### src/rtl/wav_sample_feeder.sv
// WAV stream parser: checks a 44-byte RIFF header, then packs
// little-endian PCM bytes into 16-bit samples for a DAC FIFO.
// Ports:
//   clk, rst_n                      clock, async active-low reset
//   start, abort                    begin new stream / cancel to IDLE
//   byte_vld, byte_dat, byte_rdy    source byte handshake
//   dac_full, dac_wr, dac_wdat      DAC FIFO write side
//   busy, done, err, stereo         status
module wav_sample_feeder #(
  parameter bit CHECK_FMT = 1'b1
) (
  input  logic        clk,
  input  logic        rst_n,
  input  logic        start,
  input  logic        abort,
  input  logic        byte_vld,
  input  logic [7:0]  byte_dat,
  output logic        byte_rdy,
  input  logic        dac_full,
  output logic        dac_wr,
  output logic [15:0] dac_wdat,
  output logic        busy,
  output logic        done,
  output logic        err,
  output logic        stereo
);

  typedef enum logic [2:0] {
    S_IDLE,
    S_HDR,
    S_DATA_LO,
    S_DATA_HI,
    S_WRITE,
    S_DONE,
    S_ERR
  } state_t;

  state_t      r_state;
  logic [5:0]  r_idx;
  logic [31:0] r_rem;
  logic [15:0] r_wdat;
  logic        r_stereo;

  logic        w_acc;
  logic        w_bad;
  logic [31:0] w_rem_hdr;
  logic [31:0] w_rem_dec;

  // {must_check, expected} for each fixed header byte
  function automatic logic [8:0] hdr_exp(input logic [5:0] idx);
    logic [8:0] e;
    case (idx)
      6'd0:  e = {1'b1, 8'h52};
      6'd1:  e = {1'b1, 8'h49};
      6'd2:  e = {1'b1, 8'h46};
      6'd3:  e = {1'b1, 8'h46};
      6'd8:  e = {1'b1, 8'h57};
      6'd9:  e = {1'b1, 8'h41};
      6'd10: e = {1'b1, 8'h56};
      6'd11: e = {1'b1, 8'h45};
      6'd12: e = {1'b1, 8'h66};
      6'd13: e = {1'b1, 8'h6D};
      6'd14: e = {1'b1, 8'h74};
      6'd15: e = {1'b1, 8'h20};
      6'd20: e = {1'b1, 8'h01};
      6'd21: e = {1'b1, 8'h00};
      6'd34: e = {1'b1, 8'h10};
      6'd35: e = {1'b1, 8'h00};
      6'd36: e = {1'b1, 8'h64};
      6'd37: e = {1'b1, 8'h61};
      6'd38: e = {1'b1, 8'h74};
      6'd39: e = {1'b1, 8'h61};
      default: e = 9'h000;
    endcase
    return e;
  endfunction

  logic [8:0] w_exp;

  assign w_exp     = hdr_exp(r_idx);
  assign w_bad     = CHECK_FMT && w_exp[8] && (byte_dat != w_exp[7:0]);
  assign w_acc     = byte_vld && byte_rdy;
  // size as it will be once byte 43 lands
  assign w_rem_hdr = {byte_dat, r_rem[23:0]};
  assign w_rem_dec = r_rem - 32'd1;

  always_ff @(posedge clk or negedge rst_n) begin
    if (!rst_n) begin
      r_state  <= S_IDLE;
      r_idx    <= '0;
      r_rem    <= '0;
      r_wdat   <= '0;
      r_stereo <= 1'b0;
    end else if (abort) begin
      r_state <= S_IDLE;
    end else begin
      case (r_state)
        S_IDLE, S_DONE, S_ERR: begin
          if (start) begin
            r_state  <= S_HDR;
            r_idx    <= '0;
            r_stereo <= 1'b0;
          end
        end
        S_HDR: begin
          if (w_acc) begin
            if (w_bad) begin
              r_state <= S_ERR;
            end else begin
              r_idx <= r_idx + 6'd1;
              if (r_idx == 6'd22)
                r_stereo <= (byte_dat == 8'h02);
              if (r_idx >= 6'd40)
                r_rem[{r_idx[1:0], 3'b000} +: 8] <= byte_dat;
              if (r_idx == 6'd43)
                r_state <= (w_rem_hdr == 32'd0) ? S_DONE : S_DATA_LO;
            end
          end
        end
        S_DATA_LO: begin
          if (w_acc) begin
            r_wdat[7:0] <= byte_dat;
            r_rem       <= w_rem_dec;
            // odd tail byte is dropped
            r_state     <= (w_rem_dec == 32'd0) ? S_DONE : S_DATA_HI;
          end
        end
        S_DATA_HI: begin
          if (w_acc) begin
            r_wdat[15:8] <= byte_dat;
            r_rem        <= w_rem_dec;
            r_state      <= S_WRITE;
          end
        end
        S_WRITE: begin
          if (!dac_full)
            r_state <= (r_rem == 32'd0) ? S_DONE : S_DATA_LO;
        end
        default: r_state <= S_IDLE;
      endcase
    end
  end

  assign byte_rdy = (r_state == S_HDR) || (r_state == S_DATA_LO) ||
                    (r_state == S_DATA_HI);
  assign dac_wr   = (r_state == S_WRITE) && !dac_full;
  assign dac_wdat = r_wdat;
  assign busy     = byte_rdy || (r_state == S_WRITE);
  assign done     = (r_state == S_DONE);
  assign err      = (r_state == S_ERR);
  assign stereo   = r_stereo;

endmodule

### config.mk
export PLATFORM = sky130hd
export DESIGN_NAME = wav_sample_feeder
export DESIGN_NICKNAME = d
export VERILOG_FILES = /design/src/rtl/wav_sample_feeder.sv
export SDC_FILE = /design/constraint.sdc
export NUM_CORES = 1
export LEC_CHECK = 0
export BUFFER_PORTS_ARGS = -buffer_cell sky130_fd_sc_hd__buf_2
export CELL_PAD_IN_SITES_DETAIL_PLACEMENT = 0
export CELL_PAD_IN_SITES_GLOBAL_PLACEMENT = 1
export CORE_ASPECT_RATIO = 0.75
export CORE_MARGIN = 5
export CORE_UTILIZATION = 41
export CTS_CLUSTER_SIZE = 20
export DETAILED_ROUTE_END_ITERATION = 16
export GPL_TIMING_DRIVEN = 0
export HOLD_SLACK_MARGIN = 0.15
export PLACE_DENSITY = 0.74
export RECOVER_POWER = 50
export SLEW_MARGIN = 40
export SYNTH_ARGS = -nofsm -noshare
export SYNTH_HDL_FRONTEND = slang
export SYNTH_SLANG_ARGS = --single-unit
### constraint.sdc
create_clock -name clk -period 2.7 [get_ports clk]
set_input_delay 0.135 -clock clk [delete_from_list [all_inputs] [get_ports clk]]
set_output_delay 0.135 -clock clk [all_outputs]
set_load 0.03 [all_outputs]
Yosys cells after proc, flatten, opt, wreduce, memory -nomap -nowiden
Memories as Yosys holds them, arrays and structs flattened.
Cells that the tools add are included.
{ "op_classes": {"shifts": 2, "n_eq_ne": 22, "mux": 27, "n_reduce_logical": 21, "n_bitwise": 1, "magnitude_cmp": 1, "add_sub_neg": 3} }
{ "op_table": {"columns": ["cell", "count"], "rows": [
  ["32-bit two-way mux", 4],
  ["32-bit logical NOT", 3],
  ["32-bit case mux with 2 select lines", 1],
  ["3-bit two-way mux", 11],
  ["32-bit bitwise mux", 1],
  ["8-bit by 7-bit variable shift with 32-bit output, first input constant", 1],
  ["8-bit by 7-bit indexed part select with 32-bit output", 1],
  ["32-bit by 1-bit subtractor with 32-bit output, second input constant", 1],
  ["6-bit two-way mux", 3],
  ["6-bit AND reduction", 3],
  ["3-bit inequality test, second input constant", 5],
  ["3-bit case mux with 5 select lines", 1],
  ["6-bit case mux with 2 select lines", 1],
  ["2-bit inequality test, second input constant", 5],
  ["3-bit equality test, second input constant", 3],
  ["8-bit by 2-bit equality test with 1-bit output, second input constant", 1],
  ["8-bit inequality test", 1],
  ["5-bit negator with 7-bit output", 1],
  ["6-bit by 1-bit adder with 6-bit output, second input constant", 1],
  ["3-bit by 2-bit equality test with 1-bit output, second input constant", 2],
  ["6-bit by 5-bit equality test with 1-bit output, second input constant", 1],
  ["6-bit equality test, second input constant", 1],
  ["6-bit greater-or-equal comparator, second input constant", 1],
  ["3-bit AND reduction", 2],
  ["14 further kinds", 22]
]} }
{ "word_totals": {"reg_bits": 58, "wordCells": 84, "rom_bits": 512, "memories": 1, "out_inout_bits": 22, "input_bits": 14} }
{ "mem_list": {"columns": ["memory", "depth", "word_bits", "rd", "rd_ports_with_merged_regs", "write_ports", "line_no", "source"], "rows": [
  ["(no name shown)", 64, 8, 1, 0, 0, "52", "case (idx)"]
]} }

Longest topological paths before layout
Gate-level depths: netlist of the first run.
{ "logic_depth": {"depth_word": 7, "mapped_depth": 11, "mapped_depth_nobuf": 9} }

Worst setup path before layout of the first run
OpenSTA, ideal clock, no wires.
{ "synth_timing": {"kind": "register to register", "start": "register r_idx[0]", "end": "register r_idx[4]", "arrival_time_ps": 2693, "required_ps": 2622, "path_buffers": 1, "path_stages_with_launch": 11, "setup_slack_ps": -71, "path_cell_list": "dfrtp_1 -> clkbuf_1 -> inv_1 -> ha_1 -> nor2b_1 -> o2111a_1 -> a211oi_1 -> and4b_1 -> a31oi_4 -> or4_1 -> a21boi_1"} }
{ "synth_via": {"elab_chain_cells": 5, "elab_cells_between_ends": 9, "cone_classes": "add/sub (1); eq/ne (2); mux (3); reduce/logical (2); memory (1)"} }
{ "synth_lines": {"columns": ["element", "line_no", "source"], "rows": [
  ["start: declaration", "39", "logic [5:0] r_idx;"],
  ["start signal: assignment", "110", "r_idx <= r_idx + 6'd1;"],
  ["memory read 64 x 8 bit", null, null],
  ["8-bit inequality test", "81", "assign w_bad = CHECK_FMT && w_exp[8] && (byte_dat != w_exp[7:0]);"],
  ["1-bit logical AND", "81", null],
  ["2-bit inequality test (no line)", null, null],
  ["5-bit AND reduction (no line)", null, null]
]} }
Several ways; a longest one is shown, not always the timed one. The select of a mux whose other input is x is not followed.
A chain may end at the register's enable or synchronous reset.

Worst setup path after layout of the first run
{ "layout_timing": {"start": "register r_idx[0]", "end": "register r_idx[1]"} }
Same word-level chain as after synthesis.

==> results of run 1 <==
-- cell usage in the layout, fill, tap and decap left out, types with 5 or more instances in the layout --
cell       instances
nor3_2             6
buf_4             26
or3_1              6
a32oi_1           12
nor2b_1            6
dfrtp_1           55
nand2_1           32
o31ai_1            5
a21oi_1           33
mux2_2            14
nand2b_1          10
nand3_1           10
or2_2              5
o21ai_0           78
nor3_1            20
nand3b_1           5
buf_2             32
nor4_1            10
nor4_4             5
o21ai_1            8
ha_1               6
a22oi_1           10
nor2_1            55
nor4_2             5
clkbuf_16          9
inv_1             15
clkbuf_1          30
-- power by group through the flow --
stage / Sequential (mW) / Combinational (mW) / Clock [mW]
CTS: 1.21 / 3.29 / 1.39
detailed placement: 1.23 / 2.93 / 0
global placement: 1.21 / 2.88 / 0
global route: 1.29 / 3.80 / 1.44
finish: 1.25 / 3.55 / 1.37
floorplan: 1.42 / 1.88 / 0
-- per-layer routing --
layer,track usage (%),up-vias,share of wire (%)
met5,0,-,0
met4,6.64,0,1.9
met3,5.71,31,8.9
met2,36.7,246,42
met1,36.0,2403,47
li1,-,2282,-
-- worst min path at each step --
stage / depth (start not counted) / startpoint / slack (ns) / endpoint
6_report: 4 / abort / 0.30 / r_state[0]
5_1_grt: 4 / abort / 0.33 / r_state[0]
4_1_cts: 2 / rst_n / 0.24 / r_state[1]
3_5_place_dp: 1 / rst_n / 0.06 / r_rem[4]
3_3_place_gp: 2 / dac_wdat[12] / 0.46 / dac_wdat[12]
2_1_floorplan: 0 / rst_n / -0.16 / dac_wdat[0]
-- critical path, cell delays in order, from the launching register on --
cell and delay [ns]:
dfrtp_2 0.45, buf_8 0.14, clkinvlp_4 0.13, ha_4 0.17, nor3b_4 0.28, o31ai_2 0.10, a211oi_2 0.37, and4b_2 0.31
buf_4 0.17, a31oi_4 0.25, o21ai_1 0.13, o21ai_1 0.13
-- sequential cells by signal, summed over array words and instances, names as in the netlist --
name / cells
r_idx: 6
r_rem: 32
r_state: 3
dac_wdat: 16
stereo: 1
-- layout make-up --
cell class                      instances  share of cell area [%]
Buffer                                 42                    3.45
Clock buffer                            9                    3.85
Clock inverter                          7                    2.14
Inverter                               18                    1.22
Multi-Input combinational cell        452                    55.1
Sequential cell                        58                    24.9
Tap cell                              140                    3.00
Timing Repair Buffer                   59                    6.36
-- stage by stage --
stage / instance area (sq um) / instances / setup TNS, ns
floorplan: 4590 / 574 / 0
CTS: 5640 / 779 / 0
detailed placement: 4950 / 744 / -5.02
global placement: 4910 / 743 / -6.60
global route: 5840 / 785 / -0.887
finish: 5840 / 785 / -0.0155
-- cells by family after synthesis --
logic type | Yosys count | synth area share, %
compound gates | 196 | 27.2
xor+xnor | 8 | 1.53
fa+ha+maj | 10 | 2.73
buf+inv | 65 | 6.00
flops | 58 | 31.6
mux | 17 | 4.09
simple gates | 220 | 26.8
-- what timing repair did --
item,CTS,global route
pin swaps,17,14
hold endpoints to repair,58,0
cloned,1,0
setup endpoints to repair,17,42
gates resized for setup,40,50
hold buffers,1,0
setup buffers,19,9
==> impl_results.md, run 1 <==
- Status: finished with violations
- Failing checks: setup timing
- Syn_nets: 598
- Initial Utilization: 41.9%
- Slew headroom: 10.9%
- Top-level I/O count: 36
- Residual DRC: 0
- Leading area contributor after synthesis: dfrtp_1
- Clock Latency Late Sink: 0.35 ns
- Leak Pwr: 2.36 nW
- Initial antenna violation count: 0
- R2R depth: 11
- Area grow syn2layout: 27.4%
- Largest net degree at the start of global routing: 38
- Cell row count: 33
- Worst Max-Slew Pin Slew: 1.34 ns
- Synth top cells by count: o21ai_0, dfrtp_1, nor2_1
- Total grt overflow: 0
- Routed WL: 16.6 mm
- First-pass GRT wire length: 26.5 mm
- All-Layer GR Usage: 24.7%
- DR vias/cell: 6.32
- Clk_skew: 0.0114 ns
- Switching pwr: 2.91 mW
- CTS Sinks: 58
- GP Congestion: 0.888
- Synth top area cells: dfrtp_1, o21ai_0, nor2_1, a21oi_1, mux2_2
- DP Worst Slack: -0.554 ns
- Flop2flop setup slack: -0.01 ns
- Flop pwr share: 20.3%
- H-tree Lvls: 3
- Synth Flop Type: dfrtp_1
- Drt wl/cell: 21.2 um
- Core Area: 10900 sq um
- Syn avg cell area: 7.99 sq um
- Clk network pwr share: 22.2%
- Clock transition at the registers of the reported paths: 0.06 ns
- Final setup vio count: 2
- Fin. Hold Viols: 0
- Number of global-route vias before repair: 4844
- Die height: 102 um
- Total number of vias: 4962
- Logic pwr share: 57.5%
- Critical path launch point type: register
- Share of layout cells above drive strength 1: 26.8%
- Max-capacitance violation count: 0
- Diode count: 0
- Pwr Total: 6.17 mW
- Unrepaired setup endpoints after global routing: yes
- Worst hold path class: in -> reg
- Antenna Nets Post-Route: 0
- DRT iter0 DRCs: 510
- Setup WS post-layout: -0.0120 ns
- Die area: 13400 sq um
- Sequential area share after synthesis: 31.6%
- Final Core Density: 53.4%
- Crit path arrival time: 2.96 ns
- Yosys top cell area share: 31.6%
- Reg2reg start: r_idx[0]
- Final Critical Period: 2.71 ns
- EDFF count, synth: 0
- Synth cell types: 75
- Initial DRT Pass Iterations: 5
- Switching Share: 47.1%
- Most common cell in the netlist: o21ai_0
- Chip Width: 132 um
- Maximum vdd drop: 585 uV
- CP endpoint: r_idx[1]
- Slew Limit Fails: 0
- Synth Register Bits: 58
- Critical path class: reg -> reg
- Area of the multi-input gates: 3220 sq um
- Fmax: 369 MHz
- CTS tree: built
- Register area: 1460 sq um
- Dpl hpwl: 11.2 mm
- Asr flop ratio synth: 100%
- Part of the cycle the worst path needs: 100%
- Nets: 664
- CP Max Fanout: 4
- Critical path launch point: r_idx[0]
- Worst EP required: 2.95 ns
- RR Endpoint: r_idx[1]
- Nature of the critical path endpoint: register
- PortBufs: 29
- Clk buf depth: 2
- Mapped Area: 4590 sq um
- Pint: 3.26 mW
- CTS Buf Count: 9
- Hold WS: 0.297 ns
- YS warnings: 0
- Root buf cell: clkbuf_16
- Pwr Density: 1060 nW/um^2
- Cell count after synthesis: 574
- Layout fillers: 1023
(Power assumes the default switching activity.)
==> run 2: changes to the inputs <==
Clock period 2.7 ns to 2.4 ns, I/O delays scaled along.
==> impl_results.md, run 2 (synthesized netlist as in run 1, its figures left out) <==
- Pwr Total: 7.35 mW (was 6.17 mW)
- Nature of the critical path endpoint: register (unchanged)
- Max-capacitance violation count: 0 (unchanged)
- Root buf cell: clkbuf_16 (unchanged)
- Reg2reg start: r_rem[0] (was r_idx[0])
- Hold-critical path depth: 5 (was 4)
- Chip Width: 132 um (unchanged)
- Flop2flop setup slack: -0.22 ns (was -0.01 ns)
- Worst hold path class: in -> reg (unchanged)
- First-pass GRT wire length: 27.7 mm (was 26.5 mm)
- DRT iter0 DRCs: 668 (was 510)
- Crit path arrival time: 2.83 ns (was 2.96 ns)
- Fmax: 381 MHz (was 369 MHz)
- Worst Max-Slew Pin Slew: 1.24 ns (was 1.34 ns)
- Met3 wire len: 1.50 mm (was 1.48 mm)
- Initial antenna violation count: 0 (unchanged)
- Unrepaired setup endpoints after global routing: yes (unchanged)
- Clk_skew: 0.00888 ns (was 0.0114 ns)
- Die height: 102 um (unchanged)
- Top-level I/O count: 36 (unchanged)
- Crit-path most repeated cell: buf_4 (was o21ai_1)
- Worst EP required: 2.60 ns (was 2.95 ns)
- Critical path class: reg -> reg (unchanged)
- Most common cell after layout, fill and taps aside: o21ai_0 (unchanged)
- CTS Buf Count: 9 (unchanged)
- Die area: 13400 sq um (unchanged)
- Wl on met1: 8.19 mm (was 7.82 mm)
- Share of layout cells above drive strength 1: 35.7% (was 26.8%)
- Critical path's top delay family: simple AND/OR/NAND/NOR gates (was compound AO/OA/AOI/OAI gates)
- R2R depth: 12 (was 11)
- Number of global-route vias before repair: 5006 (was 4844)
- Most frequent cells in the layout: o21ai_0, buf_4, dfrtp_1, nor2_1 (was o21ai_0, nor2_1, dfrtp_1, a21oi_1)
- Pwr Density: 1160 nW/um^2 (was 1060 nW/um^2)
- Final setup vio count: 10 (was 2)
- Critical path's slowest cell: dfrtp_1 (was dfrtp_2)
- Hold path endpoint: r_state[0] (unchanged)
- Top sig layer: met4 (unchanged)
- Residual DRC: 0 (unchanged)
- Diode count: 0 (unchanged)
- Hold WS: 0.282 ns (was 0.297 ns)
- Nets: 697 (was 664)
- Status: finished with violations (unchanged)
- H-tree Lvls: 3 (unchanged)
- Fin. Hold Viols: 0 (unchanged)
- Leak Pwr: 2.61 nW (was 2.36 nW)
- Clk buf depth: 2 (unchanged)
- All-Layer GR Usage: 26.0% (was 24.7%)
- Max reg flops: 32 (unchanged)
- Setup WS post-layout: -0.223 ns (was -0.0120 ns)
- Clock Latency Late Sink: 0.34 ns (was 0.35 ns)
- Clock transition at the registers of the reported paths: 0.06 ns (about the same)
- Final Critical Period: 2.62 ns (was 2.71 ns)
- Dpl hpwl: 11.4 mm (was 11.2 mm)
- Hold Path Origin: abort (unchanged)
- Antenna Nets Post-Route: 0 (unchanged)
- Largest net degree at the start of global routing: 39 (was 38)
- PortBufs: 29 (unchanged)
- CP bufs+invs: 4 (was 3)
- DR vias/cell: 6.35 (was 6.32)
- CTS Sinks: 58 (unchanged)
- CP Max Fanout: 9 (was 4)
- Core Area: 10900 sq um (unchanged)
- RR Endpoint: r_state[1] (was r_idx[1])
- CTS tree: built (unchanged)
- Slew Limit Fails: 0 (unchanged)
- Area grow syn2layout: 38.0% (was 27.4%)
- Routed WL: 17.7 mm (was 16.6 mm)
- Initial DRT Pass Iterations: 5 (unchanged)
- Cell row count: 33 (unchanged)
- Drt wl/cell: 21.6 um (was 21.2 um)
- Total number of vias: 5192 (was 4962)
- Largest stage delay on the critical path: 0.39 ns (was 0.45 ns)
- Maximum vdd drop: 691 uV (was 585 uV)
- Failing checks: setup timing (unchanged)
- Crit path cell chain: buf_4, inv_2, ha_4, nor4b_4, buf_4, buf_4, nand2_4, o21ai_1, nor4b_4, and3_4, a31o_1, o221ai_2 (was buf_8, clkinvlp_4, ha_4, nor3b_4, o31ai_2, a211oi_2, and4b_2, buf_4, a31oi_4, o21ai_1, o21ai_1)
- Routed wl met2: 7.47 mm (was 7.01 mm)
- Initial Utilization: 41.9% (unchanged)
- Slew headroom: 17.3% (was 10.9%)
- Top reg by flops: r_rem (unchanged)
- Total grt overflow: 0 (unchanged)
- GP Congestion: 0.915 (was 0.888)
- Part of the cycle the worst path needs: 109% (was 100%)
- Critical path launch point type: register (unchanged)
-- run 2: worst max-delay path by stage --
stage | startpoint | endpoint | slack, ns | cells after the start
floorplan | r_rem[15] | r_state[1] | -0.13 | 9
global placement | r_rem[5] | r_state[1] | -0.78 | 8
detailed placement | r_rem[0] | r_state[1] | -0.77 | 10
CTS | r_idx[1] | r_idx[4] | -0.19 | 10
global route | r_idx[1] | r_state[0] | -0.29 | 11
finish | r_rem[0] | r_state[1] | -0.22 | 12
-- run 2: power breakdown --
part | leakage, nW | total [mW] | switching, mW | internal (mW)
Combinational | 1.71 | 4.65 | 2.83 | 1.82
Sequential | 0.767 | 1.41 | 0.211 | 1.20
Clock | 0.132 | 1.28 | 0.542 | 0.738
Total | 2.61 | 7.35 | 3.58 | 3.76
-- run 2: layout make-up --
type | instances | area (sq um)
Buffer | 42 | 219
Clock buffer | 10 | 239
Clock inverter | 6 | 48.8
Fill cell | 971 | 4610
Inverter | 18 | 77.6
Multi-Input combinational cell | 452 | 3470
Sequential cell | 58 | 1460
Tap cell | 140 | 175
Timing Repair Buffer | 92 | 643
-- run 2: metrics by stage --
stage	area [sq um]	utilization, %	setup TNS [ns]	setup WS (ns)	std cells
2_1_floorplan	4680	-	-0.239	-0.125	574
3_3_place_gp	5000	45.7	-14.95	-0.782	743
3_5_place_dp	5030	46.0	-14.50	-0.768	744
4_1_cts	5890	53.8	-1.17	-0.189	791
5_1_grt	6330	57.9	-2.30	-0.289	818
6_report	6330	57.9	-1.31	-0.223	818
-- run 2: timing repair --
item,CTS,global route
hold endpoints to repair,58,0
endpoints found under the setup margin,48,40
pin swaps,30,32
buffers inserted,32,29
gates cloned,1,0
hold buffers,1,0
resized for setup,79,75
-- run 2: layer usage --
layer	GRT usage, %	up-vias
met2	38.7	280
met4	8.70	0
met5	0	-
met3	6.01	50
met1	37.2	2517
li1	-	2345
-- run 2: tightest hold or removal path: stages --
cell and delay (ns):
buf_2 0.08, inv_1 0.06, o21ai_0 0.08, or3_4 0.15
o32ai_2 0.07
